[config.mk]
export PLATFORM = sky130hd
export DESIGN_NAME = reg_access_arbiter
export DESIGN_NICKNAME = d
export VERILOG_FILES = /design/src/rtl/reg_access_arbiter.sv
export SDC_FILE = /design/constraint.sdc
export NUM_CORES = 1
export LEC_CHECK = 0
export ABC_AREA = 1
export CAP_MARGIN = 10
export CORE_AREA = 2 2 181 183
export DETAILED_ROUTE_END_ITERATION = 8
export DIE_AREA = 0 0 183 185
export HOLD_SLACK_MARGIN = 0.08
export PLACE_DENSITY_LB_ADDON = 0.3
export SLEW_MARGIN = 15
export SYNTH_ARGS = -nofsm -noshare
export SYNTH_HDL_FRONTEND = slang
export SYNTH_SLANG_ARGS = --single-unit
export TNS_END_PERCENT = 30
[constraint.sdc]
create_clock -name aclk -period 2.1 [get_ports aclk]
set_input_delay 0.42 -clock aclk [delete_from_list [all_inputs] [get_ports aclk]]
set_output_delay 0.42 -clock aclk [all_outputs]
set_load 0.01 [all_outputs]
[src/rtl/reg_access_arbiter.sv]
// Round-robin arbiter sharing one register-access master among NUM_REQ requesters.
// Optional watchdog in ISSUE/WAIT enabled by defining REG_ARB_TIMEOUT_EN.
module reg_access_arbiter #(
    parameter int unsigned NUM_REQ        = 3,
    parameter logic [31:0] TIMEOUT_CYCLES = 32'd250_000_000
) (
    input  logic                  aclk,
    input  logic                  rst_n,
    input  logic [NUM_REQ-1:0]    req,
    input  logic [NUM_REQ-1:0]    req_wr,
    input  logic [64*NUM_REQ-1:0] req_addr,
    input  logic [32*NUM_REQ-1:0] req_wdata,
    output logic [NUM_REQ-1:0]    grant,
    output logic [NUM_REQ-1:0]    req_done,
    output logic                  req_err,
    output logic [31:0]           req_rdata,
    output logic                  write_start,
    output logic                  read_start,
    input  logic                  write_start_ack,
    input  logic                  read_start_ack,
    input  logic                  sys_write_master_done,
    input  logic                  sys_read_master_done,
    output logic [63:0]           reg_out_addr,
    output logic [31:0]           reg_out_data,
    input  logic [31:0]           reg_in_data
);

    localparam int unsigned IDX_W = (NUM_REQ > 1) ? $clog2(NUM_REQ) : 1;

    typedef enum logic [1:0] {IDLE, ISSUE, WAIT, RESP} state_t;

    state_t           state_q;
    logic [IDX_W-1:0] last_q;
    logic [IDX_W-1:0] own_q;
    logic             wr_q;
    logic [IDX_W-1:0] win_d;
    logic             ack_m;
    logic             done_m;
    logic             tmo_hit;

    logic [63:0] addr_arr  [NUM_REQ];
    logic [31:0] wdata_arr [NUM_REQ];

    for (genvar i = 0; i < NUM_REQ; i++) begin : g_unpack
        assign addr_arr[i]  = req_addr[64*i +: 64];
        assign wdata_arr[i] = req_wdata[32*i +: 32];
    end

    // First requester above the last owner, wrapping; only meaningful when |r.
    function automatic logic [IDX_W-1:0] next_winner(input logic [NUM_REQ-1:0] r,
                                                      input logic [IDX_W-1:0]   last);
        logic [IDX_W-1:0] w;
        logic [IDX_W-1:0] sel;
        logic             found;
        int               idx;
        w     = '0;
        found = 1'b0;
        for (int k = 1; k <= int'(NUM_REQ); k++) begin
            idx = (int'(last) + k) % int'(NUM_REQ);
            sel = IDX_W'(idx);
            if (!found && r[sel]) begin
                found = 1'b1;
                w     = sel;
            end
        end
        return w;
    endfunction

    function automatic logic [31:0] resp_data(input logic wr, input logic [31:0] d);
        return wr ? 32'h0 : d;
    endfunction

    assign win_d  = next_winner(req, last_q);
    assign ack_m  = wr_q ? write_start_ack       : read_start_ack;
    assign done_m = wr_q ? sys_write_master_done : sys_read_master_done;

`ifdef REG_ARB_TIMEOUT_EN
    logic [31:0] tmo_q;
    logic        err_q;
    // >= so an ack landing on the limit cycle cannot strand the FSM in WAIT.
    assign tmo_hit = (tmo_q >= TIMEOUT_CYCLES - 32'd1);
    assign req_err = err_q;
`else
    logic unused_tmo;
    assign unused_tmo = ^TIMEOUT_CYCLES;
    assign tmo_hit    = 1'b0;
    assign req_err    = 1'b0;
`endif

    always_ff @(posedge aclk) begin
        if (!rst_n) begin
            state_q      <= IDLE;
            grant        <= '0;
            req_done     <= '0;
            req_rdata    <= '0;
            write_start  <= 1'b0;
            read_start   <= 1'b0;
            reg_out_addr <= '0;
            reg_out_data <= '0;
            own_q        <= '0;
            wr_q         <= 1'b0;
            last_q       <= IDX_W'(NUM_REQ - 1);
`ifdef REG_ARB_TIMEOUT_EN
            tmo_q        <= '0;
            err_q        <= 1'b0;
`endif
        end else begin
            req_done <= '0;
`ifdef REG_ARB_TIMEOUT_EN
            err_q    <= 1'b0;
`endif
            case (state_q)
                IDLE: begin
                    if (|req) begin
                        state_q      <= ISSUE;
                        own_q        <= win_d;
                        grant        <= NUM_REQ'(1) << win_d;
                        wr_q         <= req_wr[win_d];
                        write_start  <= req_wr[win_d];
                        read_start   <= ~req_wr[win_d];
                        reg_out_addr <= addr_arr[win_d];
                        reg_out_data <= wdata_arr[win_d];
`ifdef REG_ARB_TIMEOUT_EN
                        tmo_q        <= '0;
`endif
                    end
                end
                ISSUE: begin
                    if (ack_m) begin
                        write_start <= 1'b0;
                        read_start  <= 1'b0;
                        if (done_m) begin
                            state_q   <= RESP;
                            req_done  <= grant;
                            req_rdata <= resp_data(wr_q, reg_in_data);
                        end else begin
                            state_q <= WAIT;
                        end
                    end
`ifdef REG_ARB_TIMEOUT_EN
                    else if (tmo_hit) begin
                        write_start <= 1'b0;
                        read_start  <= 1'b0;
                        state_q     <= RESP;
                        req_done    <= grant;
                        err_q       <= 1'b1;
                        req_rdata   <= 32'hDEAD_BEEF;
                    end
                    tmo_q <= tmo_q + 32'd1;
`endif
                end
                WAIT: begin
                    if (done_m) begin
                        state_q   <= RESP;
                        req_done  <= grant;
                        req_rdata <= resp_data(wr_q, reg_in_data);
                    end
`ifdef REG_ARB_TIMEOUT_EN
                    else if (tmo_hit) begin
                        state_q   <= RESP;
                        req_done  <= grant;
                        err_q     <= 1'b1;
                        req_rdata <= 32'hDEAD_BEEF;
                    end
                    tmo_q <= tmo_q + 32'd1;
`endif
                end
                RESP: begin
                    grant   <= '0;
                    last_q  <= own_q;
                    state_q <= IDLE;
                end
                default: state_q <= IDLE;
            endcase
        end
    end

endmodule

======== Word level (Yosys, flattened, before mapping) ========
Cells that the tools add are included.
word-level totals
  input bits .............................. 332
  register bits ........................... 143
  output and inout port bits .............. 137
cells by class
  equal/unequal tests ..................... 6
  reductions and logical operators ........ 14
  bitwise operators ....................... 2
  shift operators ......................... 1
  $add $sub $neg .......................... 3
  multiplexer cells ....................... 40
  div/mod/pow operators ................... 3
  magnitude comparators ................... 5
operators with widths
  kind                                                        count
  2-to-1 mux 32 bit                                           5
  binary-select mux 64 bit (select 2 bit)                     1
  2-to-1 mux 64 bit                                           2
  modulo 32 x 3 -> 32 bit, second input constant              3
  binary-select mux 32 bit (select 2 bit)                     1
  case mux 32 bit (2 select lines)                            1
  less-than comparator 2 x 3 -> 1 bit, second input constant  4
  2-to-1 mux 1 bit                                            12
  2-to-1 mux 2 bit                                            6
  case mux 3 bit (2 select lines)                             2
  2-to-1 mux 3 bit                                            3
  binary-select mux 1 bit (select 2 bit)                      4
  case mux 2 bit (4 select lines)                             1
  adder 2 x 2 -> 3 bit, second input constant                 2
  inequality test 2 bit, second input constant                3
  AND reduction 2 bit                                         3
  AND reduction 3 bit                                         2
  nonzero test 2 bit                                          3
  equality test 2 bit, second input constant                  2
  case mux 1 bit (2 select lines)                             2
  adder 2 x 1 -> 3 bit, second input constant                 1
  >= comparator 3 bit, second input constant                  1
  inverter 2 -> 3 bit                                         1
  OR reduction 3 bit                                          1
  other kinds (6)                                             8

======== Longest topological paths before layout ========
  depth after elaboration ................. 16
  gate-level depth with buffers ........... 17
  gate-level depth less buffers ........... 16

======== Worst setup path before layout ========
No wires, ideal clock.
  kind .................................... reg2reg
  start ................................... register last_q[0]
  end ..................................... register reg_out_data[10]
  stages on the path, launching flop included .. 17
  slack ................................... 0.063 ns
  path buffers ............................ 2
  period minus slack after synthesis ...... 2.037 ns
  arrival time ............................ 1.914 ns
  cell sequence ........................... dfxtp_1 > inv_1 > ha_1 > inv_2 > nand2_1 > nand3_1 > nand2_2 > inv_2 > nor2_2 > nand2_1 > nand2_2 > nor2_8 > inv_4 > buf_6 > buf_6 > a21oi_1 > a21oi_1
between the ends
  longest elaborated chain between the ends .. 15
RTL lines
  item                                                       RTL line  text
  from (decl)                                                33        logic [IDX_W-1:0] last_q;
  from (signal assigned)                                     102       last_q <= IDX_W'(NUM_REQ - 1);
  from (signal assigned)                                     170       last_q <= own_q;
  adder 2 x 1 -> 3 bit                                       59        idx = (int'(last) + k) % int'(NUM_REQ);
  modulo 32 x 3 -> 32 bit                                    59
  binary-select mux 1 bit (select 2 bit)                     61        if (!found && r[sel]) begin
  2-to-1 mux 1 bit (not written as such)                     61
  2-to-1 mux 1 bit                                           61
  zero test 1 bit                                            61
  logical AND 1 bit                                          61
  2-to-1 mux 1 bit                                           61
  zero test 1 bit                                            61
  logical AND 1 bit                                          61
  2-to-1 mux 2 bit (*)                                       61
  inverter 2 -> 3 bit (not written as such) (*)              122       reg_out_data <= wdata_arr[win_d];
  binary-select mux 32 bit (select 2 bit) (*)                122
  2-to-1 mux 32 bit (not written as such) (*) (2 in series)  122
  to (signal assigned)                                       122
  to (decl)                                                  24        output logic [31:0] reg_out_data,
Every way passes the cells marked *; elsewhere a longest branch is shown, timed or not. The select of a mux whose other input is x is not followed.
A chain may end at the register's enable or synchronous reset.

======== Final worst setup path ========
  start ................................... register last_q[0]
  end ..................................... register reg_out_data[13]
The elaborated chain is that of the path after synthesis.

==> results.md <==
* Outcome: finished, violations left
* Failing checks: setup timing
* Internal cell power at 12.3 mW
* Cell area after layout at 14600 µm²
* Slew Viols, Final at 0
* Post-synthesis sequential area ratio at 39.3%
* Switching share of power at 41.3%
* Worst-path cell chain: inv_2 -> ha_4 -> inv_4 -> nand2_2 -> nand3_2 -> nand2_4 -> nand3_4 -> buf_4 -> nand3_4 -> nand2_8 -> buf_12 -> buf_4 -> o211ai_1 -> a21oi_1
* VDD IR-drop max at 0.000832 V
* Initial Util at 22.8%
* Final period util at 105%
* Final WL at 35.5 mm
* Post-Place Cell Area at 12900 µm²
* Initial antenna violation count at 0
* Inserted Diodes at 0
* Syn Inst Count at 1033
* Hold Violations, Final at 0
* Std-Cell Core Area at 32000 µm²
* R2R depth at 14
* Clock root cell: clkbuf_16
* H-tree Lvls at 4
* Antenna viol nets, final at 0
* Sink Count at 143
* Flops & latches, synth at 143
* Bufs on Longest Clock Path at 2
* Iteration-0 DRC Markers at 367
* Vias in the first global route at 9203
* Worst path depth at 14
* Startpoint types: register
* Reg2reg setup slack at -100 ps
* Grt ovf at 0
* RSZ-0062 raised after global routing: yes
* Share of the synthesized area in the top cell type at 39.3%
* Crit path time final at 2200 ps
* Site Rows at 66
* Pre-antenna DRT Iters at 5
* Vias/cell at 4.68
* Ranking of synthesized cells by area: dfxtp_1, a21oi_1, o211ai_1
* Setup crit end kind: register
* Die Height at 185 µm
* Vias at 9240
* Final setup viols at 100
* CP delay by family, top: buffers and inverters
* CP Max Fanout at 8
* CP bufs+invs at 5
* End of the critical path: reg_out_data[13]
* Setup tns final at -6250 ps
* Reg-to-reg endpoint: reg_out_data[13]
* Worst-Margin Slew at 565 ps
* Setup Crit Path Kind: reg2reg
* Static leakage at 5.93 nW
* Pin count of the biggest net entering global routing at 57
* GRT Total Usage at 19.9%
* MaxCap Viol Count at 0
* DR WL/cell at 18.0 µm
* Residual DRC at 0
* CTS Buf Count at 17
* Final Non-Filler Cells at 1973
* P per Cell Area at 1440 nW/µm²
* Slew HR at 62.4%
* Peak Freq at 455 MHz
* Clock-pin slew on the worst setup and hold paths at 70 ps
* Comb pwr share at 64.4%
* Synth warnings at 0
* Area grow syn2layout at 100%
* First-pass GRT wire length at 51.9 mm
* Final setup margin at -99.5 ps
* Top cell type by total area after synthesis: dfxtp_1
* Mapped Nets at 1374
* Hold WC Path Type: in2reg
* Worst Path Arrival at 2490 ps
* CTS tree: done
* Die area at 33900 µm²
* Worst path required time at 2390 ps
* Area of the mapped netlist at 7290 µm²
* Clock Skew at 8.78 ps
* Syn Area/Cell at 7.06 µm²
* Sw power at 8.67 mW
* Placer Congestion at 0.865
* Setup crit start: last_q[0]
* Number of library cell types mapped by synthesis at 30
* Sequential cell fraction of total power at 21.4%
* CP max stage cell: dfxtp_2
* CP peak stage delay at 330 ps
* Clk pwr share at 14.2%
* HPWL Detailed at 23.8 mm
* Ports at 469
* Die width at 183 µm
* NumNets Final at 1893
* Launching point of the worst reg2reg path: last_q[0]
* Number of port buffers at 467
* DP Cell Count at 1903
* Clk Latency, worst-skew pair at 420 ps
* Layout cell share with drive strength beyond 1 at 15.7%
-- registers in the layout, summed over array words and instances (netlist names) --
name,cells
req_rdata,32
read_start,1
req_done,3
wr_q,1
reg_out_data,32
reg_out_addr,64
last_q,2
state_q,2
write_start,1
grant,3
own_q,2
-- placed cells by master, fill, tap and decap left out, types with 2 or more instances in the layout --
| cell type | n |
|---|---|
| nand2_1 | 157 |
| inv_6 | 6 |
| buf_16 | 10 |
| nor4b_1 | 2 |
| clkdlybuf4s50_1 | 466 |
| a21oi_1 | 178 |
| nand3_1 | 42 |
| buf_12 | 26 |
| nand3_2 | 4 |
| nand2_4 | 3 |
| nor2_4 | 2 |
| inv_4 | 2 |
| buf_4 | 61 |
| inv_1 | 111 |
| nand3_4 | 2 |
| nand4_1 | 2 |
| clkbuf_16 | 20 |
| ha_1 | 6 |
| dfxtp_1 | 141 |
| a21oi_4 | 2 |
| inv_8 | 3 |
| inv_2 | 5 |
| o21ai_0 | 104 |
| o211ai_1 | 98 |
| a21oi_2 | 56 |
| nor2_1 | 6 |
| ha_4 | 2 |
| buf_8 | 4 |
| nand2_2 | 6 |
| buf_6 | 14 |
| clkinvlp_4 | 4 |
-- worst min-delay path, delay by kind of cell --
family / cells / cell delay [ps]
buffers and inverters: 2 / 290
and+or+nand+nor: 1 / 130
-- how the worst min path moves through the flow --
stage | slack (ps) | endpoint | cells after the start | from
2_1_floorplan | 430 | last_q[1] | 2 | own_q[1]
3_3_place_gp | 450 | req_rdata[15] | 2 | req_rdata[15]
3_5_place_dp | 450 | req_rdata[15] | 2 | req_rdata[15]
4_1_cts | 450 | grant[1] | 3 | rst_n
5_1_grt | 480 | req_rdata[15] | 2 | req_rdata[15]
6_report | 460 | grant[1] | 3 | rst_n
-- Yosys cell counts --
| cell type | number |
|---|---|
| a21oi_1 | 236 |
| a31oi_1 | 1 |
| buf_1 | 3 |
| buf_2 | 31 |
| buf_4 | 2 |
| buf_6 | 5 |
| clkbuf_1 | 46 |
| clkinv_1 | 1 |
| conb_1 | 1 |
| dfxtp_1 | 143 |
| ha_1 | 9 |
| inv_1 | 114 |
| inv_2 | 5 |
| inv_4 | 1 |
| nand2_1 | 163 |
| nand2_2 | 3 |
| nand3_1 | 47 |
| nand3_2 | 1 |
| nand3b_1 | 1 |
| nand4_1 | 2 |
| nor2_1 | 6 |
| nor2_2 | 1 |
| nor2_4 | 1 |
| nor2_8 | 1 |
| nor3_1 | 1 |
| nor4b_1 | 2 |
| o211ai_1 | 98 |
| o21ai_0 | 104 |
| o21ai_1 | 3 |
| o22ai_1 | 1 |
-- power by group through the flow --
stage               registers [mW]  clock network [mW]  logic (mW)
floorplan                     4.97                   0        4.99
global placement              4.51                   0        11.1
detailed placement            4.52                   0        11.1
CTS                           4.50                3.08        13.3
global route                  4.65                3.19        14.7
finish                        4.50                2.98        13.5
-- layout make-up --
class / count / area (µm²)
clock buffers: 19 / 443
clock inverters: 13 / 116
fillers: 3190 / 17400
inverters: 121 / 465
multi-input cells: 683 / 3950
flip-flops and latches: 143 / 2870
well taps: 408 / 510
repair buffers: 586 / 6250
-- metrics by stage --
stage	utilization (%)	total power [mW]	worst slack, ps	hold slack (ps)
finish	45.6	21.0	-99.5	459
global route	45.6	22.5	-204	479
global placement	40.3	15.6	-423	452
floorplan	-	9.96	63.3	433
detailed placement	40.3	15.7	-446	455
CTS	45.1	20.9	-103	449
-- per-layer routing --
| layer | part of all wire (%) | global-route usage, % | vias up |
|---|---|---|---|
| met5 | 0 | 0 | - |
| met4 | 3.1 | 7.65 | 0 |
| li1 | - | - | 4583 |
| met2 | 49 | 34.5 | 342 |
| met1 | 41 | 23.1 | 4259 |
| met3 | 7.2 | 5.92 | 56 |
-- kinds of logic after synthesis --
family                     Yosys count  synth area share, %
and+or+nand+nor                    229                 13.4
adders and majority gates            9                 1.54
AOI/OAI and AO/OA                  443                 33.8
buffers and inverters              208                 11.9
DFF                                143                 39.3
other                                1               0.0514
-- timing repair --
item / in CTS / in global routing
setup endpoints to repair: 102 / 104
buffers inserted: 22 / 3
resized for setup: 114 / 20
hold buffers: 0 / 0
pin swaps: 100 / 76
cloned: 11 / 3
Note: power is estimated with default switching activity, not from simulation.
